### src/rtl/lzw_dict_pkg.sv
// Shared types and defaults for the LZW dictionary controller.
// The optional LZW_DICT_STATS_EN build uses sat_inc32 for its event counters.
package lzw_dict_pkg;

  localparam int unsigned DEFAULT_KEY_WIDTH  = 64;
  localparam int unsigned DEFAULT_HASH_WIDTH = 12;
  localparam int unsigned DEFAULT_CODE_WIDTH = 12;
  localparam int unsigned DEFAULT_FIRST_CODE = 256;

  typedef enum logic [2:0] {
    S_IDLE,
    S_HT_RD,
    S_HT_CMP,
    S_HT_WR,
    S_CT_CMP,
    S_CT_WAIT,
    S_CT_WR,
    S_RESP
  } state_t;

  typedef struct packed {
    logic                          valid;
    logic [DEFAULT_KEY_WIDTH-1:0]  key;
    logic [DEFAULT_CODE_WIDTH-1:0] code;
  } ht_entry_t;

  function automatic logic [31:0] sat_inc32(input logic [31:0] v);
    return (v == '1) ? v : v + 32'd1;
  endfunction

endpackage

### src/rtl/lzw_dict_ctrl_if.sv
// Request/response handshake between the LZW match engine and the dictionary controller.
interface lzw_dict_ctrl_if
  import lzw_dict_pkg::*;
#(
  parameter int unsigned KEY_WIDTH  = DEFAULT_KEY_WIDTH,
  parameter int unsigned HASH_WIDTH = DEFAULT_HASH_WIDTH,
  parameter int unsigned CODE_WIDTH = DEFAULT_CODE_WIDTH
) ();

  logic                  req_valid;
  logic                  req_ready;
  logic [KEY_WIDTH-1:0]  req_key;
  logic [HASH_WIDTH-1:0] req_hash;
  logic                  resp_valid;
  logic                  resp_ready;
  logic                  resp_hit;
  logic [CODE_WIDTH-1:0] resp_code;
  logic                  resp_ins;
  logic                  resp_ovf;

  modport master (
    output req_valid, req_key, req_hash, resp_ready,
    input  req_ready, resp_valid, resp_hit, resp_code, resp_ins, resp_ovf
  );

  modport slave (
    input  req_valid, req_key, req_hash, resp_ready,
    output req_ready, resp_valid, resp_hit, resp_code, resp_ins, resp_ovf
  );

endinterface

### src/rtl/lzw_code_alloc.sv
// Next-code allocator: counts up from FIRST_CODE, saturates at the top code and flags dict_full.
module lzw_code_alloc #(
  parameter int unsigned CODE_WIDTH = 12,
  parameter int unsigned FIRST_CODE = 256
) (
  input  logic                  clk,
  input  logic                  rst,
  input  logic                  inc,
  output logic [CODE_WIDTH-1:0] next_code,
  output logic                  dict_full
);

  // Allocating the all-ones code sets dict_full instead of wrapping the counter.
  always_ff @(posedge clk or negedge rst) begin
    if (!rst) begin
      next_code <= CODE_WIDTH'(FIRST_CODE);
      dict_full <= 1'b0;
    end else if (inc && !dict_full) begin
      if (next_code == '1) begin
        dict_full <= 1'b1;
      end else begin
        next_code <= next_code + 1'b1;
      end
    end
  end

endmodule

### src/rtl/lzw_dict_ctrl.sv
// LZW dictionary lookup/insert sequencer over the primary hash table and conflict table.
// Optional per-outcome event counters are built when LZW_DICT_STATS_EN is defined.
module lzw_dict_ctrl
  import lzw_dict_pkg::*;
#(
  parameter int unsigned KEY_WIDTH  = DEFAULT_KEY_WIDTH,
  parameter int unsigned HASH_WIDTH = DEFAULT_HASH_WIDTH,
  parameter int unsigned CODE_WIDTH = DEFAULT_CODE_WIDTH,
  parameter int unsigned FIRST_CODE = DEFAULT_FIRST_CODE
) (
  input  logic                            clk,
  input  logic                            rst,
  lzw_dict_ctrl_if.slave                  bus,
  output logic                            ht_rd,
  output logic                            ht_we,
  output logic [HASH_WIDTH-1:0]           ht_addr,
  output logic [KEY_WIDTH+CODE_WIDTH:0]   ht_wdata,
  input  logic [KEY_WIDTH+CODE_WIDTH:0]   ht_rdata,
  output logic                            ct_cs,
  output logic                            ct_we,
  output logic [KEY_WIDTH-1:0]            ct_data,
  output logic [HASH_WIDTH-1:0]           ct_code_in,
  input  logic                            ct_match,
  input  logic [HASH_WIDTH-1:0]           ct_code_out,
  input  logic                            ct_full,
  output logic                            dict_full
`ifdef LZW_DICT_STATS_EN
  ,
  output logic [31:0]                     stat_hits,
  output logic [31:0]                     stat_misses,
  output logic [31:0]                     stat_collisions,
  output logic [31:0]                     stat_overflows
`endif
);

  state_t                state_q, state_d;
  logic [KEY_WIDTH-1:0]  key_q, key_d;
  logic [HASH_WIDTH-1:0] hash_q, hash_d;
  logic                  hit_q, hit_d, ins_q, ins_d, ovf_q, ovf_d;
  logic [CODE_WIDTH-1:0] code_q, code_d;
  logic                  alloc_inc;
  logic [CODE_WIDTH-1:0] next_code;
  logic                  rd_valid;
  logic [KEY_WIDTH-1:0]  rd_key;
  logic [CODE_WIDTH-1:0] rd_code;

  assign {rd_valid, rd_key, rd_code} = ht_rdata;

  lzw_code_alloc #(
    .CODE_WIDTH (CODE_WIDTH),
    .FIRST_CODE (FIRST_CODE)
  ) u_alloc (
    .clk       (clk),
    .rst       (rst),
    .inc       (alloc_inc),
    .next_code (next_code),
    .dict_full (dict_full)
  );

  always_ff @(posedge clk or negedge rst) begin
    if (!rst) begin
      state_q <= S_IDLE;
      key_q   <= '0;
      hash_q  <= '0;
      hit_q   <= 1'b0;
      ins_q   <= 1'b0;
      ovf_q   <= 1'b0;
      code_q  <= '0;
    end else begin
      state_q <= state_d;
      key_q   <= key_d;
      hash_q  <= hash_d;
      hit_q   <= hit_d;
      ins_q   <= ins_d;
      ovf_q   <= ovf_d;
      code_q  <= code_d;
    end
  end

  always_comb begin
    state_d       = state_q;
    key_d         = key_q;
    hash_d        = hash_q;
    hit_d         = hit_q;
    ins_d         = ins_q;
    ovf_d         = ovf_q;
    code_d        = code_q;
    bus.req_ready = 1'b0;
    bus.resp_valid = 1'b0;
    ht_rd         = 1'b0;
    ht_we         = 1'b0;
    ht_addr       = hash_q;
    ht_wdata      = '0;
    ct_cs         = 1'b0;
    ct_we         = 1'b0;
    ct_data       = key_q;
    ct_code_in    = '0;
    alloc_inc     = 1'b0;
    unique case (state_q)
      S_IDLE: begin
        bus.req_ready = 1'b1;
        if (bus.req_valid) begin
          key_d   = bus.req_key;
          hash_d  = bus.req_hash;
          hit_d   = 1'b0;
          ins_d   = 1'b0;
          ovf_d   = 1'b0;
          code_d  = '0;
          state_d = S_HT_RD;
        end
      end
      S_HT_RD: begin
        ht_rd   = 1'b1;
        state_d = S_HT_CMP;
      end
      S_HT_CMP: begin
        if (rd_valid && rd_key == key_q) begin
          hit_d   = 1'b1;
          code_d  = rd_code;
          state_d = S_RESP;
        end else if (!rd_valid) begin
          if (!dict_full) begin
            state_d = S_HT_WR;
          end else begin
            ovf_d   = 1'b1;
            state_d = S_RESP;
          end
        end else begin
          state_d = S_CT_CMP;
        end
      end
      S_HT_WR: begin
        ht_we     = 1'b1;
        ht_wdata  = {1'b1, key_q, next_code};
        alloc_inc = 1'b1;
        ins_d     = 1'b1;
        code_d    = next_code;
        state_d   = S_RESP;
      end
      S_CT_CMP: begin
        ct_cs = 1'b1;
        if (ct_match) begin
          state_d = S_CT_WAIT;
        end else if (!ct_full && !dict_full) begin
          state_d = S_CT_WR;
        end else begin
          ovf_d   = 1'b1;
          state_d = S_RESP;
        end
      end
      S_CT_WAIT: begin
        // The conflict table's read data is registered, so the code arrives one cycle after CT_CMP.
        ct_cs   = 1'b1;
        hit_d   = 1'b1;
        code_d  = CODE_WIDTH'(ct_code_out);
        state_d = S_RESP;
      end
      S_CT_WR: begin
        ct_cs      = 1'b1;
        ct_we      = 1'b1;
        ct_code_in = HASH_WIDTH'(next_code);
        alloc_inc  = 1'b1;
        ins_d      = 1'b1;
        code_d     = next_code;
        state_d    = S_RESP;
      end
      S_RESP: begin
        bus.resp_valid = 1'b1;
        if (bus.resp_ready) state_d = S_IDLE;
      end
      default: state_d = S_IDLE;
    endcase
  end

  assign bus.resp_hit  = hit_q;
  assign bus.resp_code = code_q;
  assign bus.resp_ins  = ins_q;
  assign bus.resp_ovf  = ovf_q;

`ifdef LZW_DICT_STATS_EN
  logic enter_resp, enter_ct;
  assign enter_resp = (state_d == S_RESP) && (state_q != S_RESP);
  assign enter_ct   = (state_d == S_CT_CMP) && (state_q != S_CT_CMP);

  always_ff @(posedge clk or negedge rst) begin
    if (!rst) begin
      stat_hits       <= '0;
      stat_misses     <= '0;
      stat_collisions <= '0;
      stat_overflows  <= '0;
    end else begin
      if (enter_resp && hit_d)  stat_hits       <= sat_inc32(stat_hits);
      if (enter_resp && !hit_d) stat_misses     <= sat_inc32(stat_misses);
      if (enter_ct)             stat_collisions <= sat_inc32(stat_collisions);
      if (enter_resp && ovf_d)  stat_overflows  <= sat_inc32(stat_overflows);
    end
  end
`endif

endmodule

### src/flat_wrapper.sv
// flat-port wrapper written by rule: the top's interface ports become plain ports
module lzw_dict_ctrl_flat import lzw_dict_pkg::*;
#(
  parameter int unsigned KEY_WIDTH  = DEFAULT_KEY_WIDTH,
  parameter int unsigned HASH_WIDTH = DEFAULT_HASH_WIDTH,
  parameter int unsigned CODE_WIDTH = DEFAULT_CODE_WIDTH,
  parameter int unsigned FIRST_CODE = DEFAULT_FIRST_CODE
)
  (clk, rst, ht_rd, ht_we, ht_addr, ht_wdata, ht_rdata, ct_cs, ct_we, ct_data, ct_code_in, ct_match, ct_code_out, ct_full, dict_full, bus_req_valid, bus_req_key, bus_req_hash, bus_resp_ready, bus_req_ready, bus_resp_valid, bus_resp_hit, bus_resp_code, bus_resp_ins, bus_resp_ovf);
  lzw_dict_ctrl_if #(.KEY_WIDTH(KEY_WIDTH), .HASH_WIDTH(HASH_WIDTH), .CODE_WIDTH(CODE_WIDTH)) bus_i ();
  input  logic clk;
  input  logic rst;
  output logic ht_rd;
  output logic ht_we;
  output logic [HASH_WIDTH-1:0] ht_addr;
  output logic [KEY_WIDTH+CODE_WIDTH:0] ht_wdata;
  input  logic [KEY_WIDTH+CODE_WIDTH:0] ht_rdata;
  output logic ct_cs;
  output logic ct_we;
  output logic [KEY_WIDTH-1:0] ct_data;
  output logic [HASH_WIDTH-1:0] ct_code_in;
  input  logic ct_match;
  input  logic [HASH_WIDTH-1:0] ct_code_out;
  input  logic ct_full;
  output logic dict_full;
  input wire logic [$bits(bus_i.req_valid)-1:0] bus_req_valid;
  input wire logic [$bits(bus_i.req_key)-1:0] bus_req_key;
  input wire logic [$bits(bus_i.req_hash)-1:0] bus_req_hash;
  input wire logic [$bits(bus_i.resp_ready)-1:0] bus_resp_ready;
  output wire logic [$bits(bus_i.req_ready)-1:0] bus_req_ready;
  output wire logic [$bits(bus_i.resp_valid)-1:0] bus_resp_valid;
  output wire logic [$bits(bus_i.resp_hit)-1:0] bus_resp_hit;
  output wire logic [$bits(bus_i.resp_code)-1:0] bus_resp_code;
  output wire logic [$bits(bus_i.resp_ins)-1:0] bus_resp_ins;
  output wire logic [$bits(bus_i.resp_ovf)-1:0] bus_resp_ovf;
  assign bus_i.req_valid = bus_req_valid;
  assign bus_i.req_key = bus_req_key;
  assign bus_i.req_hash = bus_req_hash;
  assign bus_i.resp_ready = bus_resp_ready;
  assign bus_req_ready = bus_i.req_ready;
  assign bus_resp_valid = bus_i.resp_valid;
  assign bus_resp_hit = bus_i.resp_hit;
  assign bus_resp_code = bus_i.resp_code;
  assign bus_resp_ins = bus_i.resp_ins;
  assign bus_resp_ovf = bus_i.resp_ovf;
  lzw_dict_ctrl #(.KEY_WIDTH(KEY_WIDTH), .HASH_WIDTH(HASH_WIDTH), .CODE_WIDTH(CODE_WIDTH), .FIRST_CODE(FIRST_CODE)) u_core (.clk(clk), .rst(rst), .bus(bus_i), .ht_rd(ht_rd), .ht_we(ht_we), .ht_addr(ht_addr), .ht_wdata(ht_wdata), .ht_rdata(ht_rdata), .ct_cs(ct_cs), .ct_we(ct_we), .ct_data(ct_data), .ct_code_in(ct_code_in), .ct_match(ct_match), .ct_code_out(ct_code_out), .ct_full(ct_full), .dict_full(dict_full));
endmodule
### config.mk
export PLATFORM = sky130hd
export DESIGN_NAME = lzw_dict_ctrl_flat
export DESIGN_NICKNAME = d
export VERILOG_FILES = /design/src/rtl/lzw_dict_pkg.sv /design/src/rtl/lzw_dict_ctrl_if.sv /design/src/rtl/lzw_code_alloc.sv /design/src/rtl/lzw_dict_ctrl.sv /design/src/flat_wrapper.sv
export SDC_FILE = /design/constraint.sdc
export NUM_CORES = 1
export LEC_CHECK = 0
export ABC_CLOCK_PERIOD_IN_PS = 3460
export CAP_MARGIN = 15
export CORE_AREA = 3 3 138 140
export DETAILED_ROUTE_END_ITERATION = 12
export DIE_AREA = 0 0 141 143
export HOLD_SLACK_MARGIN = 0.1
export PLACE_DENSITY_LB_ADDON = 0.12
export SYNTH_ARGS = -nofsm -noshare
export SYNTH_HDL_FRONTEND = slang
export SYNTH_SLANG_ARGS = --single-unit
### constraint.sdc
create_clock -name clk -period 3.46 [get_ports clk]
set_clock_uncertainty 0.15 [all_clocks]
set_input_delay 0.519 -clock clk [delete_from_list [all_inputs] [get_ports clk]]
set_output_delay 0.519 -clock clk [all_outputs]
set_load 0.05 [all_outputs]
-- Word-level counts from Yosys, hierarchy flattened
Index checks and enable logic that the tools add are counted.
- reductions and logical operators: 21
- mux-type cells: 30
- equality and inequality tests: 17
- $add $sub $neg: 1
- bitwise logic cells: 1
- operator list (operator ; number):
    77-bit two-way mux ; 1
    64-bit == test ; 1
    12-bit case mux with 4 select lines ; 1
    12-bit two-way mux ; 3
    3-bit two-way mux ; 6
    3-bit case mux with 6 select lines ; 1
    1-bit two-way mux ; 15
    2-bit != test (second input constant) ; 7
    12-bit by 1-bit adder with 12-bit output (second input constant) ; 1
    12-bit == test (second input constant) ; 1
    3-bit == test (second input constant) ; 4
    2-bit AND reduction ; 5
    7-bit AND reduction ; 1
    3-bit by 2-bit == test with 1-bit output (second input constant) ; 2
    1-bit case mux with 3 select lines ; 2
    3-bit AND reduction ; 2
    3-bit nonzero test ; 2
    3-bit OR reduction ; 2
    4-bit nonzero test ; 1
    3-bit by 1-bit == test with 1-bit output (second input constant) ; 1
    1-bit logical AND ; 3
    3-bit logical NOT ; 1
    1-bit logical NOT ; 2
    2-bit by 1-bit != test with 1-bit output (second input constant) ; 1
    4 further kinds ; 4
- output and inout port bits: 187
- word-level logic and storage cells: 79
- flip-flop bits (word level): 107

-- Depth between registers and ports, before layout
- depth in word-level cells: 5
- gate-level depth with buffers: 8

-- Modules after synthesis
Synthesis repeated with hierarchy kept, for this count alone.
- cell total of the unflattened synthesis: 678
- area, all modules: 5916.9 µm²
- modules (own cells, without submodules) (module ; cells each ; sequential area each (µm²) ; instances ; area each (µm²)):
    lzw_dict_ctrl ; 625 ; 2352.3 ; 1 ; 5288.8
    lzw_code_alloc ; 53 ; 326.6 ; 1 ; 628.1

-- Least setup slack after synthesis
Ideal clock, no wire load.
- path type: reg2reg
- start point: register u_core.state_q[1]
- end point: register u_core.key_q[0], in the netlist u_core.ct_data[0]
- arrival: 2.750 ns
- cell stages (with the launch flop): 8
- period minus slack after synthesis: 3.025 ns
- path buffers: 4
- setup slack: 0.435 ns
- cell sequence: dfrtp_1 > clkbuf_2 > nor3_1 > and2_1 > buf_2 > buf_4 > buf_4 > mux2_2
- cells in the longest elaborated chain, start to end: 2
- RTL lines (what ; line ; RTL):
    start, declared ; lzw_dict_ctrl.sv:36 ; state_t state_q, state_d;
    start signal, assigned ; lzw_dict_ctrl.sv:70 ; state_q <= state_d;
    3-bit logical NOT ; lzw_dict_ctrl.sv:99 ; unique case (state_q)
    2-bit AND reduction (no line) ; -- ;
    end signal, assigned ; lzw_dict_ctrl.sv:71 ; key_q <= key_d;
    end, declared ; lzw_dict_ctrl.sv:37 ; logic [KEY_WIDTH-1:0] key_q, key_d;
No other way between the ends.
A chain may end at the register's enable or synchronous reset.

-- Worst setup path in the final report
- start point: register u_core.state_q[1]
- end point: output port ct_code_in[2]
- cells in the longest elaborated chain, start to end: 2
- RTL lines (what ; line ; RTL):
    3-bit == test ; lzw_dict_ctrl.sv:99 ;
    12-bit two-way mux ; lzw_dict_ctrl.sv:99 ;
    end, declared ; flat_wrapper.sv:21 ; output logic [HASH_WIDTH-1:0] ct_code_in;
No other way between the ends.

==> results list <==
- In this run the horizontal extent of the chip is 141 µm.
* Period Utilization, post-route: 94.0%
- The filler cells instantiated in the layout total 1552.
* Element type at the critical path end: output pin
* Wire length of the first global-routing pass: 33400 µm
- Via count of the first global-routing pass: 5788
- Along the worst path, the maximum fanout reaches 13.
* Reported leakage power: 4.24 nW
- Initial core utilization: 33.1%
- In this run the tightest slew margin relative to its limit is 40.7%.
- Number of different library cells in the post-synthesis netlist: 44
* Clock tree from TritonCTS: built
- Async set-reset flop share out of synthesis: 100%
- Registers take 2680 µm².
* Final wirelength: 22300 µm
- Seq/Total Area, Yosys: 45.0%
- The floorplan step defined a die boundary enclosing 20200 µm².
- Critical path arrival: 2.58 ns
- Status: finished, final reports clean
* Actual transition at the worst max-transition pin: 0.888 ns
- Dividing the detail-routed wire length by the instance count gives 20.1 µm.
- The count of nets left with antenna violations once routing finished came out at 0.
- The cell count after synthesis came out at 534.
* Category of the critical setup timing path: reg -> out
- The number of max-slew violations in the final report came to 0.
* Global Route Usage Sum: 21.6%
* Startpoint of the most critical setup path: u_core.state_q[1]
- For this run, the top clock speed supported by timing is 308 MHz.
- Summed over all layers, the global routing overflow is 0.
* Number of H-tree levels: 3
- Maximum number of pins on one net before global-route repair: 79
- The initialized floorplan defines 49 standard-cell rows.
* Syn. warnings: 0
* CTS hold repair buffers: 0
* Std-Cell Core Area: 18000 µm²
- Startpoint of the worst register-to-register path: u_core.ct_data[27]
- Clock-pin slew on the worst setup and hold paths: 0.07 ns
- The number of nets in the synthesized netlist is 706.
* Worst Hold Margin: 0.102 ns
* Cell area after technology mapping: 5950 µm²
* Commonest register cell after synthesis: dfrtp_1
- The final route contains 5342 vias.
- DRC Markers: 0
* Synth Area per Inst: 11.1 µm²
* Final total negative setup slack: 0 ns
- Clock tree synthesis selected as its root buffer the cell clkbuf_16.
- Worst ir drop on vdd: 0.000482 V
- Count of input and output buffers: 357
- The initial antenna violation count was 1.
* Worst endpoint required time: 2.79 ns
- Final estimated routing congestion in global placement: 0.869
- In this run the count of I/O pins placed on the die edge is 358.
* Post-DR vias/cell: 4.81
- In this run the worst hold path is classified as in -> async.
* Post-synth EDFFs: 0
- Layout overhead on the synthesized area: 64.9%
- Detailed Routing Iterations Pass 1: 7
- Max-capacitance violation count: 0
- Counting every sink on the clock net gives 107.
- Final net count: 1048
- In this run, post-CTS repair resized a total of 0 instances.
- Starting DRC count in detailed routing: 279
* TritonCTS buffer count: 9
* Area of the multi-input gates: 3060 µm²
- Number of inserted diodes: 0
- No sink is reached through more buffers than the 2 on the longest clock path.
* CP Launch Type: flop
- Synthesis inferred 107 register bits.
* Total power per unit cell area: 855 nW/µm²
- The later pin in the worst-skew pair is clocked with a latency of 0.35 ns.
- Hold Violations, Final: 0
- Height of the die: 143 µm
- Final setup violation count: 0
* HPWL after DPL: 17700 µm
* Setup fix buffers added after clock tree synthesis: 0
* Unrepaired setup endpoints after global routing: no
* Ratio of cells with drive above 1 in the final layout: 23.3%
- For the finished layout, the period the worst path requires is 3.25 ns.
-- power breakdown --
group          switching (W)  internal [W]  leakage (nW)
registers           0.000595       0.00171          1.38
clock network       0.000476      0.000486         0.125
logic                0.00314       0.00199          2.73
-- per-stage QoR --
stage	util [%]	instance area, µm²	total power [W]	setup WS (ns)	std cells
2_1_floorplan	-	5950	0.00562	0.435	534
3_3_place_gp	53.0	9530	0.00740	0.0224	1093
3_5_place_dp	53.0	9530	0.00745	0.00505	1093
4_1_cts	54.5	9790	0.00845	0.197	1109
5_1_grt	54.6	9810	0.00881	0.0315	1110
6_report	54.6	9810	0.00839	0.208	1110
-- synth_stat cells, types with 9 or more instances --
cell type	count	area, µm²
nand2_1	18	67.6
o21ai_0	13	65.1
buf_2	9	45.0
a22o_1	11	96.3
dfrtp_1	106	2650
and3_1	15	93.8
and2_1	76	475
mux2i_1	11	110
nor2_1	12	45.0
xnor2_1	70	613
nand4_1	23	144
mux2_2	89	1000
clkbuf_1	17	63.8
-- worst paths after layout --
check,to,slack (ns),cells after the start
worst max-delay path,ct_code_in[2],0.21,4
worst min register to register,u_core.ht_addr[0],0.36,1
max in group asynchronous,u_core.u_alloc.next_code[8],2.29,2
worst min-delay path,u_core.ct_data[30],0.10,1
min in group clk,u_core.ht_addr[0],0.36,1
worst max register to register,u_core.bus.resp_code[6],0.62,7
-- cell families (layout without fill, tap and decap cells) --
logic type	count (synthesis)	in the layout	share of synthesized area [%]
AND/OR/NAND/NOR	164	164	16.2
flip-flops	107	107	45.0
multiplexers	100	100	18.7
XOR/XNOR	76	76	11.3
AO/OA/AOI/OAI	43	43	4.96
buffers and inverters	43	390	3.62
adder cells (fa/ha/maj)	1	1	0.210
-- cells in the final DEF, fill, tap and decap left out, types with 5 or more instances in the layout --
master           Yosys  routed
clkdlybuf4s50_1      0     276
dfrtp_1            106     106
mux2_2              89      89
buf_4                7      87
and2_1              76      75
xnor2_1             70      70
nand4_1             23      23
nand2_1             18      18
and3_1              15      14
o21ai_0             13      13
nor2_1              12      12
mux2i_1             11      11
a22o_1              11      11
clkbuf_16            0       9
a21oi_1              7       7
inv_1                6       6
xor2_1               5       5
-- cell type report --
cell class                 instances  area share [%]
clock buffer                      11            2.37
clock inverter                     5           0.306
inverter                           7           0.268
multi-input combinational        384            31.2
sequential                       107            27.3
tap                              229            2.92
timing repair buffer             367            35.6
-- critical path, stage by stage, from the launching register on --
cell and delay [ns]:
dfrtp_1 0.50, inv_1 0.14, nor2_1 0.55, and3_1 0.25, clkdlybuf4s50_1 0.80
-- per-layer routing --
metal  GRT usage [%]  vias to the layer above  wire [µm]
li1                -                     2524          -
met1            24.0                     2567       8340
met2            39.3                      224      11600
met3            6.83                       27       1850
met4            7.39                        0        529
met5               0                        -          0
-- state kept, by name (all words and copies together), names as in the netlist --
name / count
u_core.ct_data: 64
u_core.u_alloc.dict_full: 1
u_core.state_q: 3
u_core.bus.resp_ovf: 1
u_core.bus.resp_hit: 1
u_core.bus.resp_code: 12
u_core.bus.resp_ins: 1
u_core.u_alloc.next_code: 12
u_core.ht_addr: 12
Power figures use the tool's default switching activity.
